===== src/rtl/bus_arb2_pkg.sv =====
// Shared state encodings and constants for the two-master bus arbiter.
package bus_arb2_pkg;

    localparam logic [1:0]  ST_IDLE   = 2'd0;
    localparam logic [1:0]  ST_ACCESS = 2'd1;
    localparam logic [1:0]  ST_RESP   = 2'd2;

    // Read data returned to the owner when the slave never acknowledges.
    localparam logic [31:0] RDATA_TIMEOUT = 32'h0000_0000;

endpackage


===== src/rtl/MUX2T1_32.sv =====
// 32-bit 2:1 multiplexer used on the arbiter request path.
module MUX2T1_32 (
    input  logic [31:0] i_d0,
    input  logic [31:0] i_d1,
    input  logic        i_sel,
    output logic [31:0] o_y
);

    assign o_y = i_sel ? i_d1 : i_d0;

endmodule


===== src/rtl/bus_arb2.sv =====
// Round-robin arbiter granting one of two masters a single-slave bus,
// with a per-transaction ack timeout.
module bus_arb2
    import bus_arb2_pkg::*;
#(
    parameter int unsigned TIMEOUT = 15
) (
    input  logic        clk,
    input  logic        rst,
    input  logic        req0,
    input  logic        we0,
    input  logic [31:0] addr0,
    input  logic [31:0] wdata0,
    input  logic        req1,
    input  logic        we1,
    input  logic [31:0] addr1,
    input  logic [31:0] wdata1,
    output logic        ack0,
    output logic        ack1,
    output logic        err0,
    output logic        err1,
    output logic [31:0] rdata,
    output logic        sel,
    output logic        busy,
    output logic        bus_stb,
    output logic        bus_we,
    output logic [31:0] bus_addr,
    output logic [31:0] bus_wdata,
    input  logic        bus_ack,
    input  logic [31:0] bus_rdata
);

    localparam logic [3:0] TO_LAST = 4'(TIMEOUT - 1);

    logic [1:0]  r_state;
    logic [3:0]  r_cnt;
    logic        r_last;
    logic        r_sel;
    logic        r_we;
    logic [31:0] r_addr;
    logic [31:0] r_wdata;
    logic [31:0] r_rdata;
    logic        r_ack0, r_ack1, r_err0, r_err1;

    logic        w_any;
    logic        w_win;
    logic        w_we;
    logic [31:0] w_addr;
    logic [31:0] w_wdata;

    // On a tie the master that did not own the bus last time wins.
    assign w_any = req0 | req1;
    assign w_win = (req0 & req1) ? ~r_last : req1;
    assign w_we  = w_win ? we1 : we0;

    MUX2T1_32 u_mux_addr  (.i_d0(addr0),  .i_d1(addr1),  .i_sel(w_win), .o_y(w_addr));
    MUX2T1_32 u_mux_wdata (.i_d0(wdata0), .i_d1(wdata1), .i_sel(w_win), .o_y(w_wdata));

    always_ff @(posedge clk or posedge rst) begin
        if (rst) begin
            r_state <= ST_IDLE;
            r_cnt   <= 4'd0;
            r_last  <= 1'b1;
            r_sel   <= 1'b0;
            r_we    <= 1'b0;
            r_addr  <= 32'd0;
            r_wdata <= 32'd0;
            r_rdata <= 32'd0;
            r_ack0  <= 1'b0;
            r_ack1  <= 1'b0;
            r_err0  <= 1'b0;
            r_err1  <= 1'b0;
        end else begin
            case (r_state)
                ST_IDLE: begin
                    if (w_any) begin
                        r_sel   <= w_win;
                        r_we    <= w_we;
                        r_addr  <= w_addr;
                        r_wdata <= w_wdata;
                        r_cnt   <= 4'd0;
                        r_state <= ST_ACCESS;
                    end
                end
                ST_ACCESS: begin
                    // An ack arriving on the timeout edge takes priority over err.
                    if (bus_ack) begin
                        r_rdata <= bus_rdata;
                        r_ack0  <= ~r_sel;
                        r_ack1  <= r_sel;
                        r_state <= ST_RESP;
                    end else if (r_cnt == TO_LAST) begin
                        r_rdata <= RDATA_TIMEOUT;
                        r_err0  <= ~r_sel;
                        r_err1  <= r_sel;
                        r_state <= ST_RESP;
                    end else begin
                        r_cnt <= r_cnt + 4'd1;
                    end
                end
                ST_RESP: begin
                    r_last  <= r_sel;
                    r_ack0  <= 1'b0;
                    r_ack1  <= 1'b0;
                    r_err0  <= 1'b0;
                    r_err1  <= 1'b0;
                    r_state <= ST_IDLE;
                end
                default: r_state <= ST_IDLE;
            endcase
        end
    end

    // Strobe is decoded from state so an async reset drops it immediately.
    assign bus_stb   = (r_state == ST_ACCESS);
    assign busy      = (r_state == ST_ACCESS) || (r_state == ST_RESP);
    assign bus_we    = r_we;
    assign bus_addr  = r_addr;
    assign bus_wdata = r_wdata;
    assign sel       = r_sel;
    assign rdata     = r_rdata;
    assign ack0      = r_ack0;
    assign ack1      = r_ack1;
    assign err0      = r_err0;
    assign err1      = r_err1;

endmodule


===== config.mk =====
export PLATFORM = sky130hd
export DESIGN_NAME = bus_arb2
export DESIGN_NICKNAME = d
export VERILOG_FILES = /design/src/rtl/bus_arb2_pkg.sv /design/src/rtl/MUX2T1_32.sv /design/src/rtl/bus_arb2.sv
export SDC_FILE = /design/constraint.sdc
export NUM_CORES = 1
export LEC_CHECK = 0
export CAP_MARGIN = 20
export CORE_MARGIN = 2
export CORE_UTILIZATION = 39
export CTS_CLUSTER_SIZE = 40
export DETAILED_ROUTE_END_ITERATION = 10
export HOLD_SLACK_MARGIN = 0.15
export PLACE_DENSITY = 0.87
export SLEW_MARGIN = 20
export SYNTH_ARGS = -nofsm -noshare
export SYNTH_HDL_FRONTEND = slang
export SYNTH_SLANG_ARGS = --single-unit

===== constraint.sdc =====
create_clock -name clk -period 3.6 [get_ports clk]
set_input_delay 0.36 -clock clk [delete_from_list [all_inputs] [get_ports clk]]
set_output_delay 0.36 -clock clk [all_outputs]
set_load 0.02 [all_outputs]

==> results.md, run 1 <==
- Final-report setup violation count: 0
- Met1 Wirelength: 5418 um
- CP endpoint kind: output pin
- Critical path required time: 3.24 ns
- TritonCTS Buffers: 9
- Clock Path Buffers: 2
- Cells after DPL: between 800 and 900
- CTS tree: yes
- Worst vdd ir: 0.4291 mV
- Syn. warnings: 0
- Fillers: 918
- Register area share after synthesis: 56.36%
- Sequential Power Share: between 30% and 40%
- Final Critical Period: 2.260 ns
- Num rows: 40
- Power share of the clock group: 14.2%
- WS Path Type: register to output pin
- # Post-CTS Setup Buffers: 0
- WL/cell: around 17 um
- Residual overflow from global routing: 0
- Asr flop ratio synth: 100.0%
- Total Nets Final: 859
- Worst min path class: input port to async pin
- Area delta synth->final: 63.64%
- Static leakage: 0.003459 uW
- Layout Utilization: 65.70%
- H-Tree Level Count: 3
- Post-CTS sizing: 0
- Layout cells sized above 1: 4.197%
- FF+latch count, synth: 109
- Top-level port count: 271
- Combinational Power Share: 52.4%
- PD cells: 805.3 mW/mm^2
- Number of global-route vias before repair: 4365
- DP Wirelength: 10940 um
- RSZ-0062 raised after global routing: false
- Antenna-violating nets left: 0
- N_diodes: 0
- Ys flop type: dfrtp_1
- Max_cap viols: 0
- Worst-path clk slew: approximately 0.07 ns
- Status: finished, final reports clean
- Synthesized net count: approximately 600
- Critical Path Fanout Max: 8
- Initial antenna violation count: 0
- Synth top area share: 55.81%
- RePlAce Congestion: 0.8516
- Starting Density: 40.15%
- Skew-Pair Late Insertion Delay: approximately 0.33 ns
- Height of the chip: between 100 and 150 um
- GRT Overall Usage: 20.67%
- Post-route clock period utilization: 62.77%
- Post-route insts no fill: around 860
- Top Metal Used: met4
- Cell area after synthesis: 0.004842 sq mm
- DR DRC count: 0
- Largest net degree at the start of global routing: 79
- Met3 routed WL: 1211 um
- Switch Pwr: 2510 uW
- Largest cells by area after synthesis: dfrtp_1 (56%), mux2i_1 (14%), a22o_1 (6.3%), nand2_1 (5.3%), o21ai_1 (4.1%)
- Leading area contributor after synthesis: dfrtp_1
- Least-Margin Pin Slew: 0.7583 ns
- Crit start category: register
- Post-synth EDFFs: 0
- Die area: about 0.013 sq mm
- Netlist cell types: 36
- Root Driver: clkbuf_16
- Post-Route WL: ~14000 um
- CTS hold repair buffers: 0
- Post-synthesis cell count: 428
- Die W: around 120 um
- Detailed-route vias per instance: 4.893
- Hold Fails Final Rpt: 0
- Max Clk Rate: 442.6 MHz
- Final Max Slew Viols: 0
- Detailed Routing Iterations Pass 1: 4
- Clock tree sinks: about 110
- Metal2 WL: around 7300 um
- First DRT Iteration DRCs: 151
- Via count: 4203
- CP arrival: between 1.5 and 2 ns
- Avg Cell Area, Syn: 11.31 sq um
- Max-slew headroom: between 40 and 50%
- Internal power: 3872 uW
- Sw Ratio: 39.33%
- Worst Hold Slack: 0.4757 ns
- IO buf count: 270
- Core area: 0.01206 sq mm
- Final setup TNS: 0 ns
- First-pass GRT wire length: about 22000 um
- Worst clock skew: between 0.007 and 0.008 ns
[per-stage QoR]
stage / setup WS [ns] / area [sq um] / power (uW)
3_3_place_gp: 1.325 / 7654 / 5409
4_1_cts: 1.337 / 7923 / 6443
2_1_floorplan: 0.3677 / 4842 / 3908
5_1_grt: 1.280 / 7924 / 6767
3_5_place_dp: 1.259 / 7654 / 5519
6_report: 1.340 / 7924 / 6381
[sequential cells by signal (all words and copies together), names as in the netlist]
register / cells
r_cnt: 4
ack1: 1
bus_addr: 32
sel: 1
r_last: 1
rdata: 32
err0: 1
err1: 1
r_state: 2
bus_wdata: 32
ack0: 1
bus_we: 1
[routing by layer]
layer / vias to the layer above / track usage [%]
met1: 1970 / 23.97
met5: - / 0
li1: 2029 / -
met4: 0 / 5.141
met2: 187 / 38.13
met3: 17 / 5.230
[layout by cell type (no fill, tap or decap), drive strengths merged, types with 2 or more instances in the layout]
master	instances
nor2	2
nand3	5
inv	11
nor2b	2
a21oi	2
o22ai	4
buf	6
nand2b	2
o21ai	69
clkbuf	10
nand3b	2
clkdlybuf4s50	270
clkinv	5
o211ai	2
ha	6
and3	2
a22o	35
dfrtp	108
mux2i	67
nand2	68
[worst max-delay path, cell delays in order, from the launching register on]
cell	delay [ns]
dfrtp_1	0.39
inv_1	0.13
ha_1	0.37
clkdlybuf4s50_1	0.68
[final cells by class]
| type | instances | area [sq um] | share of cell area (%) |
|---|---|---|---|
| Clock buffer | 10 | 229.0 | 2.890 |
| Timing Repair Buffer | 276 | 2760 | 34.83 |
| Multi-Input combinational cell | 279 | 1912 | 24.13 |
| Sequential cell | 109 | 2729 | 34.44 |
| Tap cell | 168 | 210.2 | 2.653 |
| Clock inverter | 6 | 40.04 | 0.5053 |
| Inverter | 11 | 43.79 | 0.5527 |
[final timing paths]
path                                    start            end  slack, ns  cells past startpoint
worst min-delay path                      rst       rdata[7]       0.48                      2
worst max register to register     r_state[0]    bus_addr[7]       1.77                      5
max in group asynchronous                 rst   bus_wdata[7]       2.36                      3
worst min register to register  bus_wdata[27]  bus_wdata[27]       0.49                      2
min in group clk                bus_wdata[27]  bus_wdata[27]       0.49                      2
worst max-delay path               r_state[1]        bus_stb       1.34                      3
[cells in the mapped netlist (2+ instances only)]
cell / number
nand2_1: 68
mux2i_1: 67
nand2b_1: 2
buf_8: 4
nand3b_1: 2
ha_1: 6
buf_4: 2
a22o_1: 35
o21ai_0: 28
o22ai_1: 4
o21ai_1: 40
nand3_1: 5
a21oi_1: 2
nor2_1: 2
inv_1: 11
o211ai_1: 2
clkbuf_1: 11
buf_2: 9
nor2b_1: 2
dfrtp_1: 108
and3_1: 2
buf_1: 2
[logic make-up after synthesis]
kind of cell,after synthesis,synth area share [%]
AOI/OAI and AO/OA,118,15.71
DFF,109,56.36
and+or+nand+nor,87,7.726
muxes,68,14.08
buffers and inverters,40,4.574
adders and majority gates,6,1.550
[power groups by stage]
| stage | combinational, uW | clock [uW] | sequential [uW] |
|---|---|---|---|
| floorplan | 1130 | 0 | 2780 |
| global placement | 3290 | 0 | 2120 |
| detailed placement | 3360 | 0 | 2150 |
| CTS | 3380 | 925 | 2140 |
| global route | 3590 | 968 | 2210 |
| finish | 3340 | 904 | 2130 |
Power figures use the tool's default switching activity.
==> run 2, diff against run 1 <==
CORE_UTILIZATION = 35   (was 39)
PLACE_DENSITY = 0.83   (was 0.87)
clock period = 2.05 ns   (was 3.6 ns; I/O delays follow)
==> results.md, run 2 (synthesis gave the netlist of run 1 again) <==
- Status: finished, final reports clean
- Via count: 4309
- M1 GR Usage: 22.41%
- Crit path buffers/inverters: 2
- Clock tree sinks: about 110
- Height of the chip: approximately 120 um
- Crit start category: register
- R2R cell count: 5
- Post-Route WL: 14070 um
- Largest net degree at the start of global routing: 110
- Top-level port count: 271
- Most frequent cells in the layout: clkdlybuf4s50_1 (269), dfrtp_1 (108), nand2_1 (68), mux2i_1 (67), o21ai_1 (39)
- Num rows: 42
- Most common cell after layout, fill and taps aside: clkdlybuf4s50_1
- Fillers: roughly 1100
- Die W: 121.6 um
- Core area: ~0.013 sq mm
- RePlAce Congestion: 0.7457
- Root Driver: clkbuf_16
- Critical path required time: ~1.9 ns
- WS Path Type: register to output pin
- Layout cells sized above 1: 5.563%
- Final Critical Period: ~1.9 ns
- PD cells: ~1400 mW/mm^2
- Busiest grt layer: met2
- Initial antenna violation count: 0
- TritonCTS Buffers: 9
- Final setup TNS: 0 ns
- GRT Overall Usage: 18.95%
- Met3 usage: 6.227%
- Final Max Slew Viols: 0
- Total Nets Final: 869
- CP endpoint kind: output pin
- Max Clk Rate: 525.4 MHz
- Worst path depth: 3
- Worst-path clk slew: about 0.070 ns
- RSZ-0062 raised after global routing: false
- Crit-path slowest cell: clkdlybuf4s50_1
- Hold Fails Final Rpt: 0
- R2R Setup Slk: 0.32 ns
- Detailed-route vias per instance: a little under 5
- N_diodes: 0
- Detailed Routing Iterations Pass 1: 4
- CP max stage delay: 0.61 ns
- Starting Density: 36.13%
- Max_cap viols: 0
- DR DRC count: 0
- CTS hold repair buffers: 0
- Skew-Pair Late Insertion Delay: 0.34 ns
- Final-report setup violation count: 0
- Worst clock skew: 0.005691 ns
- Critical path's top delay family: buffers and inverters
- Worst min path class: input port to async pin
- CTS tree: yes
- First-pass GRT wire length: about 22000 um
- Area delta synth->final: 67.49%
- Critical Path Fanout Max: 3
- IO buf count: 270
- First DRT Iteration DRCs: about 210
- Antenna-violating nets left: 0
- Least-Margin Pin Slew: 0.5919 ns
- Static leakage: 0.003549 uW
- Post-route clock period utilization: 92.84%
- CP arrival: 1.70 ns
- Met2 Usage GRT: around 32%
- Worst vdd ir: 0.6515 mV
- Max-slew headroom: between 60% and 70%
- DP Wirelength: 10760 um
- WL/cell: around 16 um
- Residual overflow from global routing: 0
- Critical path cell sequence: inv_1 > ha_1 > clkdlybuf4s50_1
- Die area: 0.01479 sq mm
- # Post-CTS Setup Buffers: 0
- Post-route insts no fill: 877
- Clock Path Buffers: 2
- H-Tree Level Count: 3
- Number of global-route vias before repair: ~4400
- Cells after DPL: 861
## run 2: metal layers
layer	vias to the layer above	wire length (um)
met5	-	0
met4	0	303
met3	20	1354
met2	209	6860
met1	2020	5551
li1	2060	-
## run 2: repair_timing
action / 4_1_cts / 5_1_grt
endpoints found under the hold margin: 0 / 0
endpoints found under the setup margin: 0 / 1
resized for setup: 0 / 1
## run 2: layout make-up
cell class	count	area [sq um]	area share, %
Timing Repair Buffer	286	2888	35.61
Sequential cell	109	2729	33.65
Multi-Input combinational cell	279	1912	23.57
Clock buffer	10	229.0	2.823
Tap cell	176	220.2	2.715
Clock inverter	6	87.58	1.080
Inverter	11	45.04	0.5554
## run 2: worst min-delay path: cells and delay by family
| family | cells | cell delay (ns) |
|---|---|---|
| buffers and inverters | 3 | 0.95 |
## run 2: through the flow
step | hold slack, ns | area, sq um | worst slack, ns | util, % | power, uW
2_1_floorplan | 0.3447 | 4846 | 0.3747 | - | 6864
3_3_place_gp | 0.4623 | 7790 | 0.1854 | 58.13 | 9614
3_5_place_dp | 0.4690 | 7790 | 0.1403 | 58.13 | 9814
4_1_cts | 0.4032 | 8107 | 0.03780 | 60.49 | 11700
5_1_grt | 0.4238 | 8110 | 0.07658 | 60.52 | 12300
6_report | 0.3465 | 8110 | 0.1468 | 60.52 | 11560
## run 2: final timing paths
check	startpoint	to
setup / recovery	r_state[0]	busy
setup reg to reg	r_state[0]	r_cnt[2]
min in group clk	bus_rdata[9]	rdata[9]
hold / removal	rst	bus_wdata[11]
hold reg to reg	bus_wdata[21]	bus_wdata[21]
max in group asynchronous	rst	bus_addr[10]
## run 2: report_power, final
group          internal [uW]  total, uW  switching, uW
Combinational           2910       5950           3040
Sequential              3170       3770            604
Clock                   1070       1840            767
Total                   7140      11600           4420
==> run 3, diff against run 2 <==
TNS_END_PERCENT = 1   (was unset)
==> results of run 3 <==
Final layout, timing and power as in run 2 (identical DEF).
